<file path="config.mk">
export PLATFORM = sky130hd
export DESIGN_NAME = codon_job_sequencer
export DESIGN_NICKNAME = d
export VERILOG_FILES = /design/src/rtl/codon_job_sequencer.sv
export SDC_FILE = /design/constraint.sdc
export NUM_CORES = 1
export LEC_CHECK = 0
export BUFFER_PORTS_ARGS = -buffer_cell sky130_fd_sc_hd__buf_2
export CAP_MARGIN = 20
export CORE_MARGIN = 2
export CORE_UTILIZATION = 40
export CTS_BUF_LIST = sky130_fd_sc_hd__clkbuf_4 sky130_fd_sc_hd__clkbuf_8
export DETAILED_ROUTE_END_ITERATION = 8
export GPL_TIMING_DRIVEN = 0
export PLACE_DENSITY_LB_ADDON = 0.1
export SETUP_SLACK_MARGIN = 0.2
export SYNTH_ARGS = -nofsm -noshare
export SYNTH_HDL_FRONTEND = slang
export SYNTH_SLANG_ARGS = --single-unit
</file>
<file path="constraint.sdc">
create_clock -name clock -period 1.8 [get_ports clock]
set_input_delay 0.36 -clock clock [delete_from_list [all_inputs] [get_ports clock]]
set_output_delay 0.36 -clock clock [all_outputs]
set_load 0.02 [all_outputs]
</file>
<file path="src/rtl/codon_job_sequencer.sv">
`timescale 1ns/1ps
// -----------------------------------------------------------------------------
// codon_job_sequencer
//
// Top-level job controller for the codon-search datapath. It holds the codon
// reader and codon counter in reset until a job starts. It then releases them
// and waits, under a watchdog, for both to finish. Finally it sweeps
// count_index over every codon and streams each (index, count) pair to a
// downstream consumer over a valid/ready handshake.
//
// Ports:
//   clock           system clock, rising edge
//   reset           synchronous, active-high reset
//   start           job request, honoured only in IDLE, DONE or ERROR
//   done_reader     level from codon reader: codons loaded
//   done_counter    level from codon counter: genome scan complete
//   codon_count     count selected by count_index (combinational from counter)
//   out_ready       consumer ready
//   datapath_reset  synchronous reset to reader and counter
//   count_index     codon count select to counter
//   out_valid       out_index/out_count valid
//   out_index       codon number of the presented count
//   out_count       presented count
//   busy            job in progress
//   done            job complete, all counts delivered
//   error           watchdog expired
// -----------------------------------------------------------------------------
module codon_job_sequencer #(
    parameter int NUM_CODONS     = 5,
    parameter int CLEAR_CYCLES   = 2,
    parameter int TIMER_WIDTH    = 12,
    parameter int TIMEOUT_CYCLES = 4000
) (
    input  logic       clock,
    input  logic       reset,
    input  logic       start,
    input  logic       done_reader,
    input  logic       done_counter,
    input  logic [3:0] codon_count,
    input  logic       out_ready,
    output logic       datapath_reset,
    output logic [2:0] count_index,
    output logic       out_valid,
    output logic [2:0] out_index,
    output logic [3:0] out_count,
    output logic       busy,
    output logic       done,
    output logic       error
);

    localparam int CLEAR_WIDTH = (CLEAR_CYCLES > 1) ? $clog2(CLEAR_CYCLES) : 1;
    localparam logic [CLEAR_WIDTH-1:0] CLEAR_LAST = CLEAR_WIDTH'(CLEAR_CYCLES - 1);
    localparam logic [TIMER_WIDTH-1:0] TIMER_LAST = TIMER_WIDTH'(TIMEOUT_CYCLES - 1);
    localparam logic [2:0]             INDEX_LAST = 3'(NUM_CODONS - 1);

    typedef enum logic [2:0] {
        S_IDLE,
        S_CLEAR,
        S_WAIT_READER,
        S_WAIT_COUNTER,
        S_FETCH,
        S_PRESENT,
        S_DONE,
        S_ERROR
    } state_t;

    state_t                  r_state;
    logic [CLEAR_WIDTH-1:0]  r_clearCnt;
    logic [TIMER_WIDTH-1:0]  r_timer;
    logic                    r_datapathReset;
    logic [2:0]              r_countIndex;
    logic                    r_outValid;
    logic [2:0]              r_outIndex;
    logic [3:0]              r_outCount;
    logic                    r_busy;
    logic                    r_done;
    logic                    r_error;

    // Whole controller lives in one registered process so every output is a
    // flop and changes only on the clock edge that changes the state.
    always_ff @(posedge clock) begin
        if (reset) begin
            r_state         <= S_IDLE;
            r_clearCnt      <= '0;
            r_timer         <= '0;
            r_datapathReset <= 1'b1;
            r_countIndex    <= '0;
            r_outValid      <= 1'b0;
            r_outIndex      <= '0;
            r_outCount      <= '0;
            r_busy          <= 1'b0;
            r_done          <= 1'b0;
            r_error         <= 1'b0;
        end else begin
            case (r_state)
                S_IDLE: begin
                    r_datapathReset <= 1'b1;
                    if (start) begin
                        r_state      <= S_CLEAR;
                        r_busy       <= 1'b1;
                        r_clearCnt   <= '0;
                        r_countIndex <= '0;
                    end
                end

                // Keep the datapath in reset long enough to wipe the previous
                // job's counts, then release it and arm the watchdog.
                S_CLEAR: begin
                    if (r_clearCnt == CLEAR_LAST) begin
                        r_state         <= S_WAIT_READER;
                        r_datapathReset <= 1'b0;
                        r_timer         <= '0;
                    end else begin
                        r_clearCnt <= r_clearCnt + 1'b1;
                    end
                end

                // A finished counter implies a finished reader, so done_counter
                // alone skips straight to the sweep. Any exit beats the
                // watchdog when both land on the same cycle.
                S_WAIT_READER: begin
                    if (done_counter) begin
                        r_state      <= S_FETCH;
                        r_countIndex <= '0;
                    end else if (done_reader) begin
                        r_state <= S_WAIT_COUNTER;
                        r_timer <= r_timer + 1'b1;
                    end else if (r_timer == TIMER_LAST) begin
                        r_state         <= S_ERROR;
                        r_busy          <= 1'b0;
                        r_error         <= 1'b1;
                        r_datapathReset <= 1'b1;
                    end else begin
                        r_timer <= r_timer + 1'b1;
                    end
                end

                // The timer is deliberately not cleared here: one watchdog
                // budget covers both wait phases together.
                S_WAIT_COUNTER: begin
                    if (done_counter) begin
                        r_state      <= S_FETCH;
                        r_countIndex <= '0;
                    end else if (r_timer == TIMER_LAST) begin
                        r_state         <= S_ERROR;
                        r_busy          <= 1'b0;
                        r_error         <= 1'b1;
                        r_datapathReset <= 1'b1;
                    end else begin
                        r_timer <= r_timer + 1'b1;
                    end
                end

                // count_index was set on the previous edge. This cycle lets the
                // counter's combinational mux settle before capture.
                S_FETCH: begin
                    r_outCount <= codon_count;
                    r_outIndex <= r_countIndex;
                    r_outValid <= 1'b1;
                    r_state    <= S_PRESENT;
                end

                // Hold the pair until the consumer takes it. The last index
                // ends the job instead of wrapping.
                S_PRESENT: begin
                    if (r_outValid && out_ready) begin
                        r_outValid <= 1'b0;
                        if (r_countIndex == INDEX_LAST) begin
                            r_state <= S_DONE;
                            r_busy  <= 1'b0;
                            r_done  <= 1'b1;
                        end else begin
                            r_countIndex <= r_countIndex + 3'd1;
                            r_state      <= S_FETCH;
                        end
                    end
                end

                // The datapath stays out of reset so the counts remain readable.
                S_DONE: begin
                    r_datapathReset <= 1'b0;
                    if (start) begin
                        r_state         <= S_CLEAR;
                        r_done          <= 1'b0;
                        r_busy          <= 1'b1;
                        r_clearCnt      <= '0;
                        r_countIndex    <= '0;
                        r_datapathReset <= 1'b1;
                    end
                end

                S_ERROR: begin
                    r_datapathReset <= 1'b1;
                    if (start) begin
                        r_state      <= S_CLEAR;
                        r_error      <= 1'b0;
                        r_busy       <= 1'b1;
                        r_clearCnt   <= '0;
                        r_countIndex <= '0;
                    end
                end

                default: begin
                    r_state <= S_IDLE;
                end
            endcase
        end
    end

    assign datapath_reset = r_datapathReset;
    assign count_index    = r_countIndex;
    assign out_valid      = r_outValid;
    assign out_index      = r_outIndex;
    assign out_count      = r_outCount;
    assign busy           = r_busy;
    assign done           = r_done;
    assign error          = r_error;

endmodule

</file>
Word-level counts from Yosys, hierarchy flattened
Index checks and enable logic that the tools add are counted.
- $add $sub $neg: 3
- multipliers: 0
- div/mod/pow operators: 0
- order comparisons: 0
- eq/ne operators: 20
- shifts and indexed selects: 0
- multiplexer cells: 48
- bitwise operators: 0
- reduce and logical (&&, ||, !) cells: 22
- operator list (cell ; number):
    2-to-1 mux 12 bit ; 5
    case mux 12 bit (3 select lines) ; 1
    2-to-1 mux 3 bit ; 11
    2-to-1 mux 1 bit ; 22
    != test 2 bit, second input constant ; 9
    case mux 3 bit (6 select lines) ; 1
    equality test 3 bit, second input constant ; 5
    AND reduction 5 bit ; 3
    adder 12 x 1 -> 12 bit, second input constant ; 1
    equality test 12 bit, second input constant ; 1
    case mux 3 bit (3 select lines) ; 1
    nonzero test 3 bit ; 3
    AND reduction 4 bit ; 2
    AND reduction 7 bit ; 1
    equality test 3 x 2 -> 1 bit, second input constant ; 2
    case mux 1 bit (2 select lines) ; 3
    nonzero test 2 bit ; 3
    case mux 1 bit (5 select lines) ; 1
    nonzero test 5 bit ; 1
    != test 2 x 1 -> 1 bit, second input constant ; 2
    case mux 1 bit (4 select lines) ; 1
    AND reduction 2 bit ; 2
    nonzero test 4 bit ; 1
    OR reduction 2 bit ; 2
    other kinds (9) ; 9
- register bits after elaboration: 31
- bits in latches: 0
- memory bits (writable): 0
- bits in read-only memories: 0
- input port bits: 10
- logic and storage cells: 104
- memories: 0

Logic depth before layout (Yosys ltp)
- depth after elaboration: 5
- mapped depth: 7

Worst setup path before layout
Ideal clock, no wire load.
- path kind: register to register
- start point: reg r_timer[0]
- end point: reg r_timer[4]
- arrival: 1.816 ns
- slack: -0.103 ns
- cell stages (with the launch flop): 7
- buffers on the path: 0
- path through: dfxtp_1 -> ha_1 -> nand4_2 -> or4_4 -> nor3_4 -> o21ai_1 -> a221oi_2
- cells in the longest elaborated chain, start to end: 5
- ends and longest elaborated chain (item ; line ; RTL):
    from (decl) ; 69 ; logic [TIMER_WIDTH-1:0] r_timer;
    from (signal assigned) ; 127 ; r_timer <= r_timer + 1'b1;
    from (signal assigned) ; 134 ; r_timer <= r_timer + 1'b1;
    from (signal assigned) ; 150 ; r_timer <= r_timer + 1'b1;
    adder 12 x 1 -> 12 bit / equality test 12 bit (equally long branches) ; -- ;
    2-to-1 mux 12 bit ; 128, 144 ;
    2-to-1 mux 12 bit ; 125 ; end else if (done_reader) begin
    2-to-1 mux 12 bit ; 122 ; if (done_counter) begin
    case mux 12 bit (3 select lines) * ; 95 ; case (r_state)
Every way passes the cells marked *; elsewhere a longest branch is shown, timed or not. The select of a mux whose other input is x is not followed.
A chain may end at the register's enable or synchronous reset.

Final worst setup path
- start point: reg r_timer[1]
- end point: reg r_timer[9]
The elaborated chain is that of the path after synthesis.

==> summary by stage <==
Route
In the routed design, unresolved DRC markers number 0. After the first detailed-routing iteration, the DRC count stood at 108. In this run the remaining antenna-violating nets after routing total 0. Using the TritonRoute via totals, the vias-per-cell ratio works out to 5.613. In the final routed layout, each cell accounts on average for 14.71 um. The number of vias after detailed routing is 1,785. The iteration count of the initial detailed-routing pass is 4. The overall routed net length is 4679 um.

Setup path
The largest single stage delay on the critical path is 0.45 ns. The cell depth of the worst flop-to-flop path is 6. The signal on the critical path passes through ha_4 -> nand4_4 -> or4_4 -> nor3_4 -> o21ai_1 -> a221oi_2. Of all nets on the critical path, the largest fanout is 6.

The nature of the critical path endpoint is a register. The most critical setup path has its startpoint at r_timer[1]. In this run the critical register-to-register path is captured at r_timer[9]. The path type of the worst setup path is register to register. The data required time at the worst endpoint is 1.99 ns. The critical-path cell with the highest stage delay is sky130_fd_sc_hd__or4_4. The data arrival time of the critical path is 1.90 ns. Across all register-to-register paths, the minimum setup slack is 0.09 ns. The worst setup path is launched from a register. In this run the critical register-to-register path is launched from r_timer[1].

Synthesis
Yosys mapped a number of flops with a built-in enable equal to 0. Summing every instance area after synthesis gives 1735 um2. The count of mapped cells out of synthesis is 219. The synthesized netlist devotes 2.163% of its cell area to adder and majority cells. The synthesized netlist devotes 28.41% of its cell area to simple gates. The biggest area contributor in the post-synthesis netlist is sky130_fd_sc_hd__dfxtp_1. The fraction of synthesized cell area taken by the top area cell type is 35.76%. The number of synthesized register bits is 31. Summing the areas of all compound-gate instances in the mapped netlist gives 22.86% of the synthesized area. The most used flip-flop cell after synthesis is sky130_fd_sc_hd__dfxtp_1. The proportion of synthesized flip-flops having asynchronous set or reset is 0%. By area the synthesized netlist is led by sky130_fd_sc_hd__dfxtp_1, sky130_fd_sc_hd__nand2_1, sky130_fd_sc_hd__mux2i_1. The xor and xnor fraction of the mapped netlist area is 0%. The average footprint of a synthesized cell is 7.924 um2. The combinational family with the most area after synthesis is simple AND/OR/NAND/NOR gates. Synthesis instantiated 46 different standard cells from the library. The fraction of the yosys area taken by sequential cells is 35.76%. The net count after synthesis is 232.

Yosys printed 0 warnings. The share of cell area taken by muxes after synthesis is 6.489%.

Status
The run finished with clean final reports.

Timing
The worst path setup slack after routing is 0.08627 ns. The final critical path time including I/O delays and setup is 1.714 ns. The highest clock frequency the design can meet is 583.5 MHz. The actual transition at the worst max-transition pin is 0.5989 ns. The number of hold violations in the final report is 0. The portion of the clock cycle consumed by the worst path in the final layout is 95.21%. Setup repair after global routing could not meet its margin everywhere. The final number of setup-violating endpoints is 0. The final clock skew is 0.005307 ns. The worst-case headroom to the max-slew limit is 60.07%. The number of slew-limit violations in the final report came to 0.

Die
The die covers 4881 um2. During I/O placement, the number of pins put on the boundary was 25. The vertical die dimension is 69.87 um. The die is 69.87 um wide. The initial utilization of the core area, before any placement, comes to 42.47%. The core region is 4086 um2. The number of core rows is 23.

Clock network
Counting the buffers created by CTS gives 5. The clock tree from TritonCTS is built. The maximum clock path buffer count is 2. The cell at the root of the clock tree is sky130_fd_sc_hd__clkbuf_8.

The tree built by TritonCTS fans out to 31 sinks. For the worst-skew pair, the clock arrives at the later sink with an insertion delay of 0.28 ns. The H-tree generated during clock tree synthesis spans 2 levels.

The clock-pin slew of the registers on the worst-case setup and hold paths is 0.07 ns.

Placed design
The congestion estimate from routability-driven global placement came to 0.8451. The post-detailed-placement cell area is 1948 um2. Prior to clock tree synthesis, the placed netlist has a worst setup slack of -0.1564 ns. Summed over all nets, the half-perimeter wirelength after detailed placement is 3033 um. The count of buffers from port buffering is 24.

Global routing
The first global-routing pass estimated 7693 um of wire. The via count of the first global-routing pass is 1,663. The maximum number of pins on one net before global-route repair is 11. The number of antenna violations at the first check in global routing is 0. Global routing used 19.41% of the available tracks across all layers. Global routing finished with a remaining overflow of 0.

Pwr
In this run, the combinational gates consume 24.0% of the power. The switching power is 581.6 uW. The switching share of total power is 30.20%. The leakage power total is 0.0008866 uW. The power share of the clock group is 37.3%. The power share of the sequential group is 38.7%. The power density over cell area is 826.5 nW/um2. Cell internal power was estimated by the tool at 1344 uW. Summing internal, switching and leakage power gives 1925 uW. The worst-case IR drop observed on VDD is 0.5163 mV.

Final layout
0 antenna diodes ended up in the layout. Relative to the synthesized area, the layout overhead comes to 34.25%. The utilization after layout is 57.01%.

The post-route netlist has 34.33% of its cells at a drive strength greater than 1. For this run, the post-layout net count is 280. The final design instance area without fill is 2330 um2. The filler cells instantiated in the layout total 389.

Min path
The worst hold path class is input port to register. The worst hold path depth is 3. The path with the worst hold slack has its endpoint at out_count[0].

The startpoint identified for the worst hold timing path is codon_count[0].

Run
The count of maximum capacitance violations is 0.
[synthesized netlist by cell type (all sizes together), types with 2 or more instances]
| library cell | instances |
|---|---|
| dfxtp | 31 |
| nand2 | 26 |
| nor2 | 25 |
| a21oi | 17 |
| o21ai | 14 |
| clkbuf | 10 |
| mux2i | 9 |
| nor2b | 8 |
| a211oi | 7 |
| nand3 | 7 |
| nor3 | 7 |
| inv | 6 |
| nand2b | 5 |
| a31oi | 4 |
| and3 | 4 |
| buf | 3 |
| ha | 3 |
| nand4 | 3 |
| nor4 | 3 |
| a221oi | 2 |
| a32o | 2 |
| o21bai | 2 |
| or2 | 2 |
[stage by stage]
stage / instances / setup TNS [ns] / hold slack [ns]
global route: 318 / 0 / 0.3353
detailed placement: 293 / -0.7059 / 0.4746
floorplan: 219 / 0 / 0.4456
global placement: 293 / -0.7861 / 0.4717
CTS: 316 / 0 / 0.3102
finish: 318 / 0 / 0.3156
[cell type report]
type | instances | area, um2 | share of cell area (%)
Multi-Input combinational cell | 169 | 1156 | 49.62
Sequential cell | 31 | 644.4 | 27.66
Timing Repair Buffer | 41 | 247.7 | 10.63
Clock buffer | 6 | 82.58 | 3.545
Buffer | 13 | 78.83 | 3.383
Tap cell | 50 | 62.56 | 2.685
Clock inverter | 2 | 35.03 | 1.504
Inverter | 6 | 22.52 | 0.9667
[critical path: cells and delay by family (launching register included)]
family	cells	cell delay (ns)
flops	1	0.36
fa+ha+maj	1	0.14
compound gates	2	0.35
simple gates	3	0.76
[timing repair]
item	4_1_cts	5_1_grt
buffers inserted	15	2
pin swaps	6	5
hold buffers	0	0
setup endpoints to repair	27	27
resized for setup	28	20
[sequential cells by signal (all words and copies together), names as in the netlist]
name and cells:
r_timer 12, out_count 4, count_index 3, out_index 3
r_state 3, busy 1, datapath_reset 1, done 1
error 1, out_valid 1, r_clearCnt 1
[cells in the final DEF (no fill, tap or decap), types with 7 or more instances in the layout]
cell type	count
sky130_fd_sc_hd__buf_4	19
sky130_fd_sc_hd__o21ai_0	9
sky130_fd_sc_hd__buf_2	25
sky130_fd_sc_hd__nor2_1	24
sky130_fd_sc_hd__mux2i_1	9
sky130_fd_sc_hd__dfxtp_1	20
sky130_fd_sc_hd__a21oi_1	14
sky130_fd_sc_hd__nand2_1	25
sky130_fd_sc_hd__dfxtp_2	7
sky130_fd_sc_hd__nor2b_1	7
[power by group through the flow]
stage               logic, uW  clock network, uW  registers, uW
floorplan                 282                  0            771
finish                    462                719            744
detailed placement        396                  0            761
CTS                       428                733            742
global placement          397                  0            762
global route              505                762            747
[worst max path at each step]
| stage | end | slack, ns | cells past startpoint |
|---|---|---|---|
| 2_1_floorplan | r_timer[4] | 0.14 | 6 |
| 3_3_place_gp | r_timer[0] | -0.17 | 6 |
| 3_5_place_dp | busy | -0.16 | 5 |
| 4_1_cts | r_timer[9] | 0.1 | 6 |
| 5_1_grt | r_timer[4] | 0.01 | 6 |
| 6_report | r_timer[9] | 0.09 | 6 |
[cells by family after synthesis]
logic type	Yosys count
simple gates	96
buf+inv	19
compound gates	60
flops	31
mux	10
fa+ha+maj	3
[routing by layer]
layer / vias up / global-route usage, % / wire [um]
met5: - / 0 / 0
met4: 0 / 6.838 / 37
met3: 4 / 3.752 / 247
met2: 53 / 33.02 / 2417
met1: 841 / 24.42 / 1977
li1: 887 / - / -
Power figures use the tool's default switching activity.
